### config.mk
export PLATFORM = sky130hd
export DESIGN_NAME = multicycle_ctrl
export DESIGN_NICKNAME = d
export VERILOG_FILES = /design/src/rtl/multicycle_ctrl_pkg.sv /design/src/rtl/ctrl_decode.sv /design/src/rtl/multicycle_ctrl.sv
export SDC_FILE = /design/constraint.sdc
export NUM_CORES = 1
export LEC_CHECK = 0
export BUFFER_PORTS_ARGS = -buffer_cell sky130_fd_sc_hd__buf_2
export CORE_ASPECT_RATIO = 0.5
export CORE_MARGIN = 1.5
export CORE_UTILIZATION = 31
export CTS_BUF_LIST = sky130_fd_sc_hd__clkbuf_8
export DETAILED_ROUTE_END_ITERATION = 16
export PLACE_DENSITY = 0.55
export SYNTH_ARGS = -nofsm -noshare
export SYNTH_HDL_FRONTEND = slang
export SYNTH_HIERARCHICAL = 1
export SYNTH_SLANG_ARGS = --single-unit
export TNS_END_PERCENT = 5
### constraint.sdc
create_clock -name clk -period 2.85 [get_ports clk]
set_input_delay 0.57 -clock clk [delete_from_list [all_inputs] [get_ports clk]]
set_output_delay 0.57 -clock clk [all_outputs]
set_load 0.005 [all_outputs]
### src/rtl/multicycle_ctrl_pkg.sv
// Shared encodings for the multicycle control unit: states, opcodes, classes, select codes.
// Latency: n/a (declarations only).
// Backpressure: n/a.
package multicycle_ctrl_pkg;

    typedef enum logic [2:0] {
        ST_START,
        ST_FETCH,
        ST_DECODE,
        ST_EXEC,
        ST_MEM,
        ST_WB,
        ST_TRAP
    } state_t;

    typedef enum logic [3:0] {
        CL_R,
        CL_IALU,
        CL_LOAD,
        CL_STORE,
        CL_BRANCH,
        CL_JAL,
        CL_JALR,
        CL_LUI,
        CL_AUIPC
    } iclass_t;

    // Major opcodes, instr[6:0]
    localparam logic [6:0] OPC_R      = 7'b0110011;
    localparam logic [6:0] OPC_IALU   = 7'b0010011;
    localparam logic [6:0] OPC_LOAD   = 7'b0000011;
    localparam logic [6:0] OPC_STORE  = 7'b0100011;
    localparam logic [6:0] OPC_BRANCH = 7'b1100011;
    localparam logic [6:0] OPC_JAL    = 7'b1101111;
    localparam logic [6:0] OPC_JALR   = 7'b1100111;
    localparam logic [6:0] OPC_LUI    = 7'b0110111;
    localparam logic [6:0] OPC_AUIPC  = 7'b0010111;

    // Immediate extender format codes; must stay in step with the extender.
    localparam logic [2:0] IMM_I  = 3'b000;
    localparam logic [2:0] IMM_S  = 3'b001;
    localparam logic [2:0] IMM_SB = 3'b010;
    localparam logic [2:0] IMM_UJ = 3'b011;
    localparam logic [2:0] IMM_U  = 3'b100;

    // ALU operand A / B selects (B code 2 = constant 4 is reserved for the datapath).
    localparam logic [1:0] ALU_A_RS1  = 2'd0;
    localparam logic [1:0] ALU_A_PC   = 2'd1;
    localparam logic [1:0] ALU_A_ZERO = 2'd2;
    localparam logic [1:0] ALU_B_RS2  = 2'd0;
    localparam logic [1:0] ALU_B_IMM  = 2'd1;

    // ALU operation
    localparam logic [1:0] ALU_OP_ADD   = 2'b00;
    localparam logic [1:0] ALU_OP_CMP   = 2'b01;
    localparam logic [1:0] ALU_OP_FUNCT = 2'b10;

    // Next-PC source
    localparam logic [1:0] PC_SRC_PLUS4 = 2'd0;
    localparam logic [1:0] PC_SRC_IMM   = 2'd1;
    localparam logic [1:0] PC_SRC_ALU   = 2'd2;

    // Register write-back source
    localparam logic [1:0] WB_ALU = 2'd0;
    localparam logic [1:0] WB_MEM = 2'd1;
    localparam logic [1:0] WB_PC4 = 2'd2;

endpackage

### src/rtl/ctrl_decode.sv
// Opcode classifier: maps instr[6:0] to an instruction class, immediate format and legality flag.
// Latency: purely combinational, zero cycles.
// Backpressure: none; the FSM decides when the result is latched.
module ctrl_decode
    import multicycle_ctrl_pkg::*;
(
    input  logic [6:0] opcode,
    output iclass_t    cls,
    output logic [2:0] imm_sel,
    output logic       legal
);

    // Opcode lookup; anything not listed is illegal and sends the FSM to TRAP.
    always_comb begin
        cls     = CL_R;
        imm_sel = IMM_I;
        legal   = 1'b1;
        case (opcode)
            OPC_R:      begin cls = CL_R;      imm_sel = IMM_I;  end // no immediate, code 000
            OPC_IALU:   begin cls = CL_IALU;   imm_sel = IMM_I;  end
            OPC_LOAD:   begin cls = CL_LOAD;   imm_sel = IMM_I;  end
            OPC_STORE:  begin cls = CL_STORE;  imm_sel = IMM_S;  end
            OPC_BRANCH: begin cls = CL_BRANCH; imm_sel = IMM_SB; end
            OPC_JAL:    begin cls = CL_JAL;    imm_sel = IMM_UJ; end
            OPC_JALR:   begin cls = CL_JALR;   imm_sel = IMM_I;  end
            OPC_LUI:    begin cls = CL_LUI;    imm_sel = IMM_U;  end
            OPC_AUIPC:  begin cls = CL_AUIPC;  imm_sel = IMM_U;  end
            default:    legal = 1'b0;
        endcase
    end

endmodule

### src/rtl/multicycle_ctrl.sv
// Multicycle RV32 control FSM: START/FETCH/DECODE/EXEC/MEM/WB/TRAP with memory timeout watchdog.
// Latency: ALU ops 4 cycles after fetch ack path (FETCH..WB), branches retire in EXEC, loads add MEM.
// Backpressure: mem_req is held in FETCH/MEM until mem_ack; MEM_TIMEOUT unacked cycles trap with bus_err.
module multicycle_ctrl
    import multicycle_ctrl_pkg::*;
#(
    parameter int MEM_TIMEOUT = 16
) (
    input  logic        clk,
    input  logic        rst_n,
    input  logic [31:0] instr,
    input  logic        mem_ack,
    input  logic        branch_taken,
    output logic        mem_req,
    output logic        mem_we,
    output logic        mem_src,
    output logic        ir_write,
    output logic [2:0]  imm_sel,
    output logic [1:0]  alu_src_a,
    output logic [1:0]  alu_src_b,
    output logic [1:0]  alu_op,
    output logic        pc_write,
    output logic [1:0]  pc_src,
    output logic        reg_write,
    output logic [1:0]  wb_sel,
    output logic        retire,
    output logic        trap,
    output logic        bus_err
);

    localparam int              CNT_W   = $clog2(MEM_TIMEOUT + 1);
    localparam logic [CNT_W-1:0] CNT_MAX = CNT_W'(MEM_TIMEOUT);

    state_t           state_q, state_d;
    iclass_t          cls_q, cls_d;
    logic [2:0]       imm_sel_q, imm_sel_d;
    logic [CNT_W-1:0] cnt_q, cnt_d;
    logic             bus_err_q, bus_err_d;
    logic             armed_q, armed_d;

    iclass_t          dec_cls;
    logic [2:0]       dec_imm;
    logic             dec_legal;
    logic             timeout;

    logic [1:0]       exec_a, exec_b, exec_op;

    // Only the opcode field steers control; the rest of instr feeds the datapath.
    logic             unused_instr_bits;
    assign unused_instr_bits = ^instr[31:7];

    ctrl_decode u_decode (
        .opcode  (instr[6:0]),
        .cls     (dec_cls),
        .imm_sel (dec_imm),
        .legal   (dec_legal)
    );

    assign timeout = (cnt_q == CNT_MAX);
    assign bus_err = bus_err_q;

    // ALU selects per latched class; reused in MEM and WB so the ALU result stays stable.
    always_comb begin
        exec_a  = ALU_A_RS1;
        exec_b  = ALU_B_RS2;
        exec_op = ALU_OP_ADD;
        case (cls_q)
            CL_R:      begin exec_b = ALU_B_RS2; exec_op = ALU_OP_FUNCT; end
            CL_IALU:   begin exec_b = ALU_B_IMM; exec_op = ALU_OP_FUNCT; end
            CL_LOAD,
            CL_STORE,
            CL_JALR:   exec_b = ALU_B_IMM;
            CL_BRANCH: exec_op = ALU_OP_CMP;
            CL_LUI:    begin exec_a = ALU_A_ZERO; exec_b = ALU_B_IMM; end
            CL_AUIPC:  begin exec_a = ALU_A_PC;   exec_b = ALU_B_IMM; end
            default:   ;
        endcase
    end

    // Next-state and outputs. Selects are Moore; mem_ack-qualified strobes (ir_write,
    // store completion) and branch_taken->pc_src are the only input-dependent terms.
    always_comb begin
        state_d   = state_q;
        cls_d     = cls_q;
        imm_sel_d = imm_sel_q;
        bus_err_d = bus_err_q;
        armed_d   = 1'b1;

        mem_req   = 1'b0;
        mem_we    = 1'b0;
        mem_src   = 1'b0;
        ir_write  = 1'b0;
        imm_sel   = imm_sel_q;
        alu_src_a = ALU_A_RS1;
        alu_src_b = ALU_B_RS2;
        alu_op    = ALU_OP_ADD;
        pc_write  = 1'b0;
        pc_src    = PC_SRC_PLUS4;
        reg_write = 1'b0;
        wb_sel    = WB_ALU;
        retire    = 1'b0;
        trap      = 1'b0;

        case (state_q)
            // START spans one full cycle after the first edge out of reset, so the
            // first fetch request appears at the second rising edge.
            ST_START: begin
                imm_sel = '0;
                if (armed_q) state_d = ST_FETCH;
            end
            ST_FETCH: begin
                mem_req = 1'b1;
                mem_src = 1'b0;
                if (mem_ack) begin
                    ir_write = 1'b1;
                    state_d  = ST_DECODE;
                end else if (timeout) begin
                    bus_err_d = 1'b1;
                    state_d   = ST_TRAP;
                end
            end
            ST_DECODE: begin
                if (dec_legal) begin
                    cls_d     = dec_cls;
                    imm_sel_d = dec_imm;
                    state_d   = ST_EXEC;
                end else begin
                    state_d = ST_TRAP;
                end
            end
            ST_EXEC: begin
                alu_src_a = exec_a;
                alu_src_b = exec_b;
                alu_op    = exec_op;
                case (cls_q)
                    CL_BRANCH: begin
                        pc_write = 1'b1;
                        pc_src   = branch_taken ? PC_SRC_IMM : PC_SRC_PLUS4;
                        retire   = 1'b1;
                        state_d  = ST_FETCH;
                    end
                    CL_LOAD,
                    CL_STORE: state_d = ST_MEM;
                    default:  state_d = ST_WB;
                endcase
            end
            ST_MEM: begin
                alu_src_a = exec_a;
                alu_src_b = exec_b;
                alu_op    = exec_op;
                mem_req   = 1'b1;
                mem_src   = 1'b1;
                mem_we    = (cls_q == CL_STORE);
                if (mem_ack) begin
                    if (cls_q == CL_STORE) begin
                        pc_write = 1'b1;
                        pc_src   = PC_SRC_PLUS4;
                        retire   = 1'b1;
                        state_d  = ST_FETCH;
                    end else begin
                        state_d = ST_WB;
                    end
                end else if (timeout) begin
                    bus_err_d = 1'b1;
                    state_d   = ST_TRAP;
                end
            end
            ST_WB: begin
                alu_src_a = exec_a;
                alu_src_b = exec_b;
                alu_op    = exec_op;
                reg_write = 1'b1;
                pc_write  = 1'b1;
                retire    = 1'b1;
                case (cls_q)
                    CL_LOAD: wb_sel = WB_MEM;
                    CL_JAL:  begin wb_sel = WB_PC4; pc_src = PC_SRC_IMM; end
                    CL_JALR: begin wb_sel = WB_PC4; pc_src = PC_SRC_ALU; end
                    default: ;
                endcase
                state_d = ST_FETCH;
            end
            ST_TRAP: begin
                imm_sel = '0;
                trap    = 1'b1;
            end
            default: state_d = ST_TRAP;
        endcase
    end

    // Timeout counter: counts unacked request cycles, saturates, clears on ack or leaving FETCH/MEM.
    always_comb begin
        cnt_d = '0;
        if (mem_req && !mem_ack && (state_d == ST_FETCH || state_d == ST_MEM))
            cnt_d = timeout ? cnt_q : cnt_q + 1'b1;
    end

    // State and latched decode registers.
    always_ff @(posedge clk or negedge rst_n) begin
        if (!rst_n) begin
            state_q   <= ST_START;
            cls_q     <= CL_R;
            imm_sel_q <= IMM_I;
            cnt_q     <= '0;
            bus_err_q <= 1'b0;
            armed_q   <= 1'b0;
        end else begin
            state_q   <= state_d;
            cls_q     <= cls_d;
            imm_sel_q <= imm_sel_d;
            cnt_q     <= cnt_d;
            bus_err_q <= bus_err_d;
            armed_q   <= armed_d;
        end
    end

endmodule
After elaboration in Yosys (flattened, before gate mapping)
Index checks and enable logic that the tools add are counted.

word-level totals
  output and inout port bits = 22
  flip-flop bits (word level) = 17

cells by class
  reductions and logical operators = 17
  equal/unequal tests = 27
  add/subtract/negate cells = 1
  mux-type cells = 37
  bitwise gates (word level) = 1

operators with widths
  cell                                                 number
  case mux 4 bit (8 select lines)                      1
  equality test 7 x 6 -> 1 bit, second input constant  3
  equality test 7 bit, second input constant           3
  2-to-1 mux 3 bit                                     7
  case mux 3 bit (7 select lines)                      1
  case mux 2 bit (2 select lines)                      5
  equality test 4 x 3 -> 1 bit, second input constant  4
  equality test 7 x 5 -> 1 bit, second input constant  2
  2-to-1 mux 1 bit                                     14
  equality test 3 bit, second input constant           4
  case mux 3 bit (4 select lines)                      1
  OR reduction 2 bit                                   6
  2-to-1 mux 5 bit                                     2
  OR reduction 9 bit                                   1
  equality test 4 x 2 -> 1 bit, second input constant  2
  2-to-1 mux 2 bit                                     4
  equality test 7 x 2 -> 1 bit, second input constant  1
  equality test 3 x 1 -> 1 bit, second input constant  2
  equality test 3 x 2 -> 1 bit, second input constant  2
  case mux 3 bit (2 select lines)                      1
  OR reduction 6 bit                                   1
  adder 5 x 1 -> 5 bit, second input constant          1
  equality test 5 bit, second input constant           1
  equality test 4 x 1 -> 1 bit, second input constant  1
  other kinds (12)                                     13

Depth between registers and ports, before layout
Gate-level depths: netlist (run 1).

  word-level depth = 9
  gate-level depth with buffers = 8

Modules after synthesis
The synthesis (run 1) kept the hierarchy.

modules (own cells, without submodules)
  module           times used  cells an instance  area each (µm²)
  multicycle_ctrl  1           111                1084.8
  ctrl_decode      1           36                 237.7

Worst setup path after synthesis (run 1)
Ideal clock, no wire load.

  kind = input to register
  start = in instr[4]
  end = reg cls_q[0]
  path buffers = 2
  setup time = 125 ps
  required time = 2725 ps
  stages on the path = 7
  path slack = 687 ps
  data arrival time = 2038 ps
  cell sequence = buf_4 -> nand2b_1 -> a211o_2 -> a31oi_1 -> and3_4 -> buf_6 -> mux2_4

between the ends
  word-level cells in the longest chain between the ends = 4
  elaborated cells between the ends (all ways) = 13
  classes of those cells = 9 x eq/ne; 2 x mux; 2 x reduce/logical

RTL lines
  item                                                        RTL line                text
  start, declared                                             multicycle_ctrl.sv:11   input logic [31:0] instr,
  equality test 7 x 6 -> 1 bit, or another cell as far along  ctrl_decode.sv:18       case (opcode)
  OR reduction 9 bit (no line) (*)                            -
  2-to-1 mux 1 bit (*)                                        ctrl_decode.sv:18
  named net dec_legal                                         multicycle_ctrl.sv:43   logic dec_legal;
  AND reduction 2 bit (no line) (*)                           -
  end signal, assigned                                        multicycle_ctrl.sv:209  cls_q <= cls_d;
  end, declared                                               multicycle_ctrl.sv:35   iclass_t cls_q, cls_d;

Mark *: on every way through the listed nets, which the timed path passes. The rest lies on a longest branch.
A chain may end at the register's enable or synchronous reset.

Final worst setup path (run 1)
  start = reg state_q[1]
  end = out pc_src[0]

between the ends
  word-level cells in the longest chain between the ends = 2
  elaborated cells between the ends (all ways) = 3
  classes of those cells = 2 x eq/ne; 1 x mux

RTL lines
  item                                                                 RTL line                text
  start, declared                                                      multicycle_ctrl.sv:34   state_t state_q, state_d;
  start signal, assigned                                               multicycle_ctrl.sv:208  state_q <= state_d;
  equality test 3 bit or equality test 3 x 2 -> 1 bit (tied branches)  multicycle_ctrl.sv:104  case (state_q)
  case mux 2 bit (2 select lines) (*)                                  multicycle_ctrl.sv:104
  end, declared                                                        multicycle_ctrl.sv:23   output logic [1:0] pc_src,

Mark *: on every way between the ends. The rest lies on a longest branch, timed or not.

==> metrics.md, run 1 <==
| Metric | Value |
|---|---|
| Status | finished, final reports clean |
| Element type at the critical path start | register |
| CTS Root Cell | sky130_fd_sc_hd__clkbuf_8 |
| Floorplan die width | 95.4 µm |
| GRT Overall Usage | 12.2% |
| Global-route wire length before repair | 4.51 mm |
| Diode count | 0 |
| Total number of placement rows | 16 |
| Path type of the worst setup path | reg2out |
| Max incr delay on CP | 0.58 ns |
| Number of remaining DRC errors | 0 |
| Startpoint of the most critical register-to-register path | cnt_q[0] |
| Maximum fanout along the worst path | 12 |
| Number of enable-type register cells in the synthesized netlist | 0 |
| Number of failing setup endpoints in the final timing report | 0 |
| Yosys Warn Count | 6 |
| Post-synthesis instance area | 0.00132 mm² |
| Highest achievable clock rate | 438 MHz |
| Clock Latency Late Sink | 0.25 ns |
| Mapped Nets | 185 |
| Max rail drop VDD | 0.158 mV |
| Post-synth top area share | 32.2% |
| Clock skew | 0.000571 ns |
| Initial standard-cell utilization of the core | 33.0% |
| Endpoint kind of the worst setup timing path | output pin |
| Count of filler cells inserted in the layout | 421 |
| Crit path arrival time | 1.72 ns |
| Remaining Overflow, GRT | 0 |
| Final Hold Fails | 0 |
| Sequential fraction of design power | 51.8% |
| Final wirelength | 2.70 mm |
| Mean Syn Cell Area | 9.00 µm² |
| Detailed Place HPWL | 2.04 mm |
| Post-CTS repair timing setup buffer count | 0 |
| Clock edge transition at the registers on the reported setup and hold paths | 0.06 ns |
| Setup ws final | 0.565 ns |
| Part of the total power dissipated in combinational logic | 12.6% |
| Gp weighted congestion | 0.798 |
| Flip-flop and latch count after synthesis | 17 |
| Cell leakage power | 0.695 nW |
| RSZ-0062 raised after global routing | false |
| Height of the die | 49.2 µm |
| I/O pins | 58 |
| Number of global-route vias before repair | 995 |
| Proportion of register bits with asynchronous set or reset after synthesis | 100% |
| Count of hold buffers inserted by post-cts repair | 0 |
| Relative area change from synthesis to final layout | 14.1% |
| Initial DRC Count | 34 |
| Total via count after detailed routing | 1113 |
| Most repeated cell in the gate-level netlist after synthesis | sky130_fd_sc_hd__dfrtp_1 |
| Clock tree from TritonCTS | yes |
| Core area | 0.00400 mm² |
| Top area cells in the synthesized netlist | sky130_fd_sc_hd__dfrtp_1 32%, sky130_fd_sc_hd__mux2_4 6.8%, sky130_fd_sc_hd__nor2b_1 3.8% |
| Pin count of the biggest net entering global routing | 18 |
| Ranking of synthesized cells by instance count | 17 x sky130_fd_sc_hd__dfrtp_1, 11 x sky130_fd_sc_hd__nand2_1, 11 x sky130_fd_sc_hd__nor2_1, 8 x sky130_fd_sc_hd__nor2b_1 |
| Worst Setup SP | state_q[1] |
| Number of maximum-capacitance constraint violations | 0 |
| Cell type of the slowest stage on the worst timing path | sky130_fd_sc_hd__dfrtp_1 |
| Prevailing post-synth register cell | sky130_fd_sc_hd__dfrtp_1 |
| Final worst path period share | 80.2% |
| Cell count after synthesis | 147 |
| Cell Pwr Density | 324 mW/mm² |
| CTS Buffer Depth | 2 |
| Power share of the clock group | 35.6% |
| Detail-routed net length per standard cell | 11.9 µm |
| Number of distinct library cells after synthesis | 51 |
| Die Outline Area | 0.00469 mm² |
| Class of the tightest hold or removal check | in2async |
| Biggest area consumer among synthesized cells | sky130_fd_sc_hd__dfrtp_1 |
| Worst slack at placement | 0.519 ns |
| Worst hold-check slack | 0.230 ns |
| Net switching component of the power | 121 µW |
| Antenna violations before repair | 0 |
| Worst endpoint required time | 2.28 ns |
| Clk sink count | 17 |
| Number of buffers created by CTS | 3 |
| Proportion of total power due to net switching | 24.8% |
| Final setup TNS | 0 ns |
| Via density per instance | 4.92 |
| Internal power | 368 µW |
| Portion of the post-synthesis area used by sequential elements | 32.2% |
| Resized cells post-CTS | 0 |
| Detailed-routing iteration count for the pre-antenna-repair pass | 4 |
| Nets | 211 |
| Max-slew violation total from the final report | 0 |
| H-tree Lvls | 1 |
| Count of buffers inserted at the top-level ports | 31 |
| Count of nets left with antenna violations after detail routing | 0 |
| Cell chain of the critical path | inv_1, nor2_1, a22oi_1, nor4bb_1, buf_2 |
| Minimum period implied by the final worst setup slack | 2.29 ns |
| Layout cells sized above 1 | 31.4% |
[registers in the layout, summed over array words and instances (netlist names)]
| register | flops |
|---|---|
| bus_err | 1 |
| armed_q | 1 |
| cls_q | 4 |
| cnt_q | 5 |
| imm_sel_q | 3 |
| state_q | 3 |
[cells by family (layout without fill, tap and decap cells)]
family	after synthesis	after routing	share of synthesized area (%)
muxes	8	8	8.42
other	2	2	0.568
DFF	17	17	32.2
xor gates and xnor gates	6	6	3.97
and+or+nand+nor	70	70	30.8
buffers and inverters	16	41	7.85
adders and majority gates	2	2	1.89
AOI/OAI and AO/OA	26	26	14.3
[cell type report]
cell class | count | area [µm²] | area share, %
Sequential cell | 17 | 425 | 28.2
Inverter | 6 | 22.5 | 1.49
Timing Repair Buffer | 31 | 155 | 10.3
Clock buffer | 3 | 41.3 | 2.74
Multi-Input combinational cell | 114 | 793 | 52.6
Tap cell | 54 | 67.6 | 4.48
Clock inverter | 1 | 3.75 | 0.249
[cell usage in the layout, fill, tap and decap left out, types with 4 or more instances in the layout]
cell and instances:
sky130_fd_sc_hd__mux2_4 6, sky130_fd_sc_hd__dfrtp_1 17, sky130_fd_sc_hd__nor3_1 5, sky130_fd_sc_hd__nand2b_1 5, sky130_fd_sc_hd__and3_1 5, sky130_fd_sc_hd__nand2_1 11
sky130_fd_sc_hd__inv_1 7, sky130_fd_sc_hd__nor2b_1 8, sky130_fd_sc_hd__nor2_1 11, sky130_fd_sc_hd__o21ai_0 4, sky130_fd_sc_hd__nand3_1 5, sky130_fd_sc_hd__buf_2 31
[routing by layer]
layer  up-vias  global-route usage, %  routed length (µm)
li1        567                      -                   -
met1       521                   16.8                1350
met2        23                   19.6                1230
met3         2                   2.80                 109
met4         0                   2.21                   4
met5         -                      0                   0
[final timing paths]
path	endpoint	slack [ns]	cells past startpoint
max	pc_src[0]	0.56	5
min reg2reg	bus_err	0.46	1
max reg2reg	state_q[1]	1.43	6
min	cnt_q[0]	0.23	1
min in group clk	bus_err	0.46	1
max in group asynchronous	cls_q[1]	2.35	1
[stage by stage]
step / utilization (%) / cells / instance area, µm² / total power [mW]
5_1_grt: 37.7 / 226 / 1510 / 0.511
2_1_floorplan: - / 147 / 1320 / 0.302
4_1_cts: 37.7 / 226 / 1510 / 0.497
3_3_place_gp: 36.6 / 222 / 1460 / 0.319
3_5_place_dp: 36.6 / 222 / 1460 / 0.320
6_report: 37.7 / 226 / 1510 / 0.489
[power groups by stage]
stage | Combinational, mW | Sequential (mW) | Clock (mW)
after floorplan | 0.0453 | 0.256 | 0
after global placement | 0.0603 | 0.259 | 0
after detailed placement | 0.0619 | 0.259 | 0
after CTS | 0.0622 | 0.254 | 0.181
after global routing | 0.0702 | 0.255 | 0.186
final | 0.0617 | 0.254 | 0.174
[critical path: cells and delay by family, from the launching register on]
family | cells | cell delay, ns
flops | 1 | 0.58
simple gates | 2 | 0.46
buf+inv | 2 | 0.33
compound gates | 1 | 0.09
(Power assumes the default switching activity.)
==> inputs of run 2 (changes only) <==
ABC_AREA = 1   (was default)
clock period = 2.2 ns   (was 2.85 ns; I/O delays follow)
==> run 2 against run 1 <==
Against the previous run:
- sequential cell count is the same
- clock-buffer cell count did not move
- synthesized area hardly changed
- non-clock buffer count stayed put
- die area is essentially flat
- sequential power rose by 24%
- global-route usage down 0.056 points
- combinational power is 22% lower
- largest cell class unchanged
- highest routed layer is now met3
==> metrics.md, run 2 <==
| Metric | Value |
|---|---|
| Worst endpoint required time | 1.76 ns |
| Status | finished, final reports clean |
| XOR/XNOR share of the synthesized area | 2.65% |
| Count of filler cells inserted in the layout | 446 |
| Number of failing setup endpoints in the final timing report | 0 |
| Detail-routed net length per standard cell | 10.1 µm |
| Yosys Warn Count | 6 |
| Total number of placement rows | 16 |
| Maximum fanout along the worst path | 10 |
| Ranking of synthesized cells by instance count | 29 x sky130_fd_sc_hd__nand2_1, 25 x sky130_fd_sc_hd__nor2_1, 23 x sky130_fd_sc_hd__inv_1, 17 x sky130_fd_sc_hd__dfrtp_1, 16 x sky130_fd_sc_hd__nand3_1 |
| Number of distinct library cells after synthesis | 35 |
| Nets | 247 |
| Most repeated cell in the gate-level netlist after synthesis | sky130_fd_sc_hd__nand2_1 |
| Cell chain of the critical path | nand2_1, nor2_2, a21oi_2, nor3b_1, buf_2 |
| Max incr delay on CP | 0.61 ns |
| Area after DPL | 0.00149 mm² |
| Element type at the critical path start | register |
| Biggest area consumer among synthesized cells | sky130_fd_sc_hd__dfrtp_1 |
| Number of remaining DRC errors | 0 |
| Pin count of the biggest net entering global routing | 18 |
| Relative area change from synthesis to final layout | 15.7% |
| Count of nets left with antenna violations after detail routing | 0 |
| Cell count after synthesis | 179 |
| CTS Root Cell | sky130_fd_sc_hd__clkbuf_8 |
| Total via count after detailed routing | 1184 |
| Max rail drop VDD | 0.173 mV |
| Post-synthesis instance area | 0.00132 mm² |
| Prevailing post-synth register cell | sky130_fd_sc_hd__dfrtp_1 |
| Remaining Overflow, GRT | 0 |
| Count of buffers inserted at the top-level ports | 31 |
| Minimum period implied by the final worst setup slack | 2.03 ns |
| Area occupied by registers | 425 µm² |
| Height of the die | 49.2 µm |
| H-tree Lvls | 1 |
| Number of maximum-capacitance constraint violations | 0 |
| Number of global-route vias before repair | 1016 |
| Diode count | 0 |
| Resized cells post-CTS | 0 |
| Global-route wire length before repair | 4.55 mm |
| Final Hold Fails | 0 |
| Top area cells in the synthesized netlist | sky130_fd_sc_hd__dfrtp_1 32%, sky130_fd_sc_hd__nand2_1 8.2%, sky130_fd_sc_hd__nor2_1 7.1% |
| Highest achievable clock rate | 492 MHz |
| Final setup TNS | 0 ns |
| Most flop-heavy register | cnt_q |
| Number of buffers created by CTS | 3 |
| Flip-flop count of the largest register after layout | 5 |
| Path type of the worst setup path | reg2out |
| Layout cells sized above 1 | 29.8% |
| Final worst path period share | 92.4% |
| Simple-gate share of the synthesized area | 40.5% |
| Clk sink count | 17 |
| Max-slew violation total from the final report | 0 |
| Clock edge transition at the registers on the reported setup and hold paths | 0.06 ns |
| Post-synth top area share | 32.1% |
| I/O pins | 58 |
| Main combinational cell family by area after synthesis | simple AND/OR/NAND/NOR gates |
| Via density per instance | 4.52 |
| Leading cell type in the layout, fill and taps excluded | sky130_fd_sc_hd__buf_2 |
| Cell type of the slowest stage on the worst timing path | sky130_fd_sc_hd__dfrtp_1 |
| Endpoint kind of the worst setup timing path | output pin |
| Cell Pwr Density | 385 mW/mm² |
| Floorplan die width | 95.4 µm |
| Initial standard-cell utilization of the core | 33.1% |
| Clock tree from TritonCTS | yes |
| Multi-input gate area in the final layout | 716 µm² |
| Gp weighted congestion | 0.831 |
| Multiplexer share of the synthesized area | 0% |
| Final wirelength | 2.64 mm |
| GRT Overall Usage | 12.1% |
| Post-CTS repair timing setup buffer count | 0 |
| Biggest registers after layout | cnt_q: 5 flops, cls_q: 4 flops |
| Initial DRC Count | 75 |
| Clock Latency Late Sink | 0.25 ns |
| Crit path arrival time | 1.59 ns |
| Commonest cells after routing, fill and taps aside | 31 x sky130_fd_sc_hd__buf_2, 29 x sky130_fd_sc_hd__nand2_1, 25 x sky130_fd_sc_hd__nor2_1 |
| Clock skew | 0.00122 ns |
| Core area | 0.00400 mm² |
| Final Cell Area | 0.00153 mm² |
| Mean Syn Cell Area | 7.40 µm² |
| Flip-flop and latch count after synthesis | 17 |
| CTS Buffer Depth | 2 |
| Detailed Place HPWL | 2.11 mm |
| Util after Layout | 38.3% |
| Worst-case reg-to-reg path depth | 6 |
| Die Outline Area | 0.00469 mm² |
| Cell leakage power | 0.830 nW |
| Number of enable-type register cells in the synthesized netlist | 0 |
| Synthesized-area fraction occupied by ao, oa, aoi and oai cells | 8.51% |
| Class of the tightest hold or removal check | in2async |
| Mapped Nets | 217 |
| Detailed-routing iteration count for the pre-antenna-repair pass | 4 |
| Adder-cell area share of the yosys netlist | 1.89% |
| Proportion of register bits with asynchronous set or reset after synthesis | 100% |
| Count of hold buffers inserted by post-cts repair | 0 |
| RSZ-0062 raised after global routing | false |
| Antenna violations before repair | 0 |
| Portion of the post-synthesis area used by sequential elements | 32.1% |
## run 2: cell types whose count changed after synthesis, sizes merged, moves of 6 or more
cell    change
nand2      +24
inv        +23
nor2       +20
nand3      +13
nor2b       -8
mux2        -7
and3        -6
nand2b      -6
## run 2: final cells by class
| cell class | instances | share of cell area, % |
|---|---|---|
| Multi-Input combinational cell | 126 | 46.7 |
| Sequential cell | 17 | 27.8 |
| Timing Repair Buffer | 31 | 10.1 |
| Inverter | 30 | 8.01 |
| Tap cell | 54 | 4.41 |
| Clock buffer | 3 | 2.70 |
| Clock inverter | 1 | 0.245 |
## run 2: cell families (layout without fill, tap and decap cells)
group / count (synthesis) / after routing
buf+inv: 36 / 65
compound gates: 18 / 18
fa+ha+maj: 2 / 2
flops: 17 / 17
other cells: 2 / 2
simple gates: 100 / 100
xor+xnor: 4 / 4
## run 2: power by group
group	internal, mW	leakage (nW)	switching [mW]
combinational	0.0146	0.615	0.0335
sequential	0.314	0.188	0.000245
clock	0.124	0.0269	0.103
## run 2: worst paths after layout
check	slack (ns)	from	to
max reg2reg	0.92	state_q[1]	cnt_q[3]
min	0.10	rst_n	cnt_q[2]
min in group clk	0.46	bus_err	bus_err
max in group asynchronous	1.82	rst_n	cls_q[0]
min reg2reg	0.46	bus_err	bus_err
max	0.17	state_q[1]	alu_op[1]
## run 2: per-stage QoR
| step | std cells | worst slack (ns) | hold slack [ns] | power (mW) |
|---|---|---|---|---|
| global route | 262 | 0.0259 | 0.127 | 0.622 |
| floorplan | 179 | 0.694 | 0.144 | 0.345 |
| global placement | 258 | 0.462 | 0.377 | 0.367 |
| detailed placement | 258 | 0.449 | 0.388 | 0.368 |
| finish | 262 | 0.166 | 0.102 | 0.589 |
| CTS | 262 | 0.179 | 0.113 | 0.600 |
## run 2: critical path: cells and delay by family, from the launching register on
kind                   cells  cell delay, ns
buffers and inverters      1            0.15
AND/OR/NAND/NOR            3            0.50
AO/OA/AOI/OAI              1            0.08
flip-flops                 1            0.61
## run 2: layer usage
metal	wire length (µm)	share of wire, %	vias up	GRT usage [%]
met5	0	0	-	0
met1	1330	50	531	17.1
li1	-	-	625	-
met2	1200	46	28	19.0
met4	0	0	0	2.21
met3	104	3.9	0	2.80
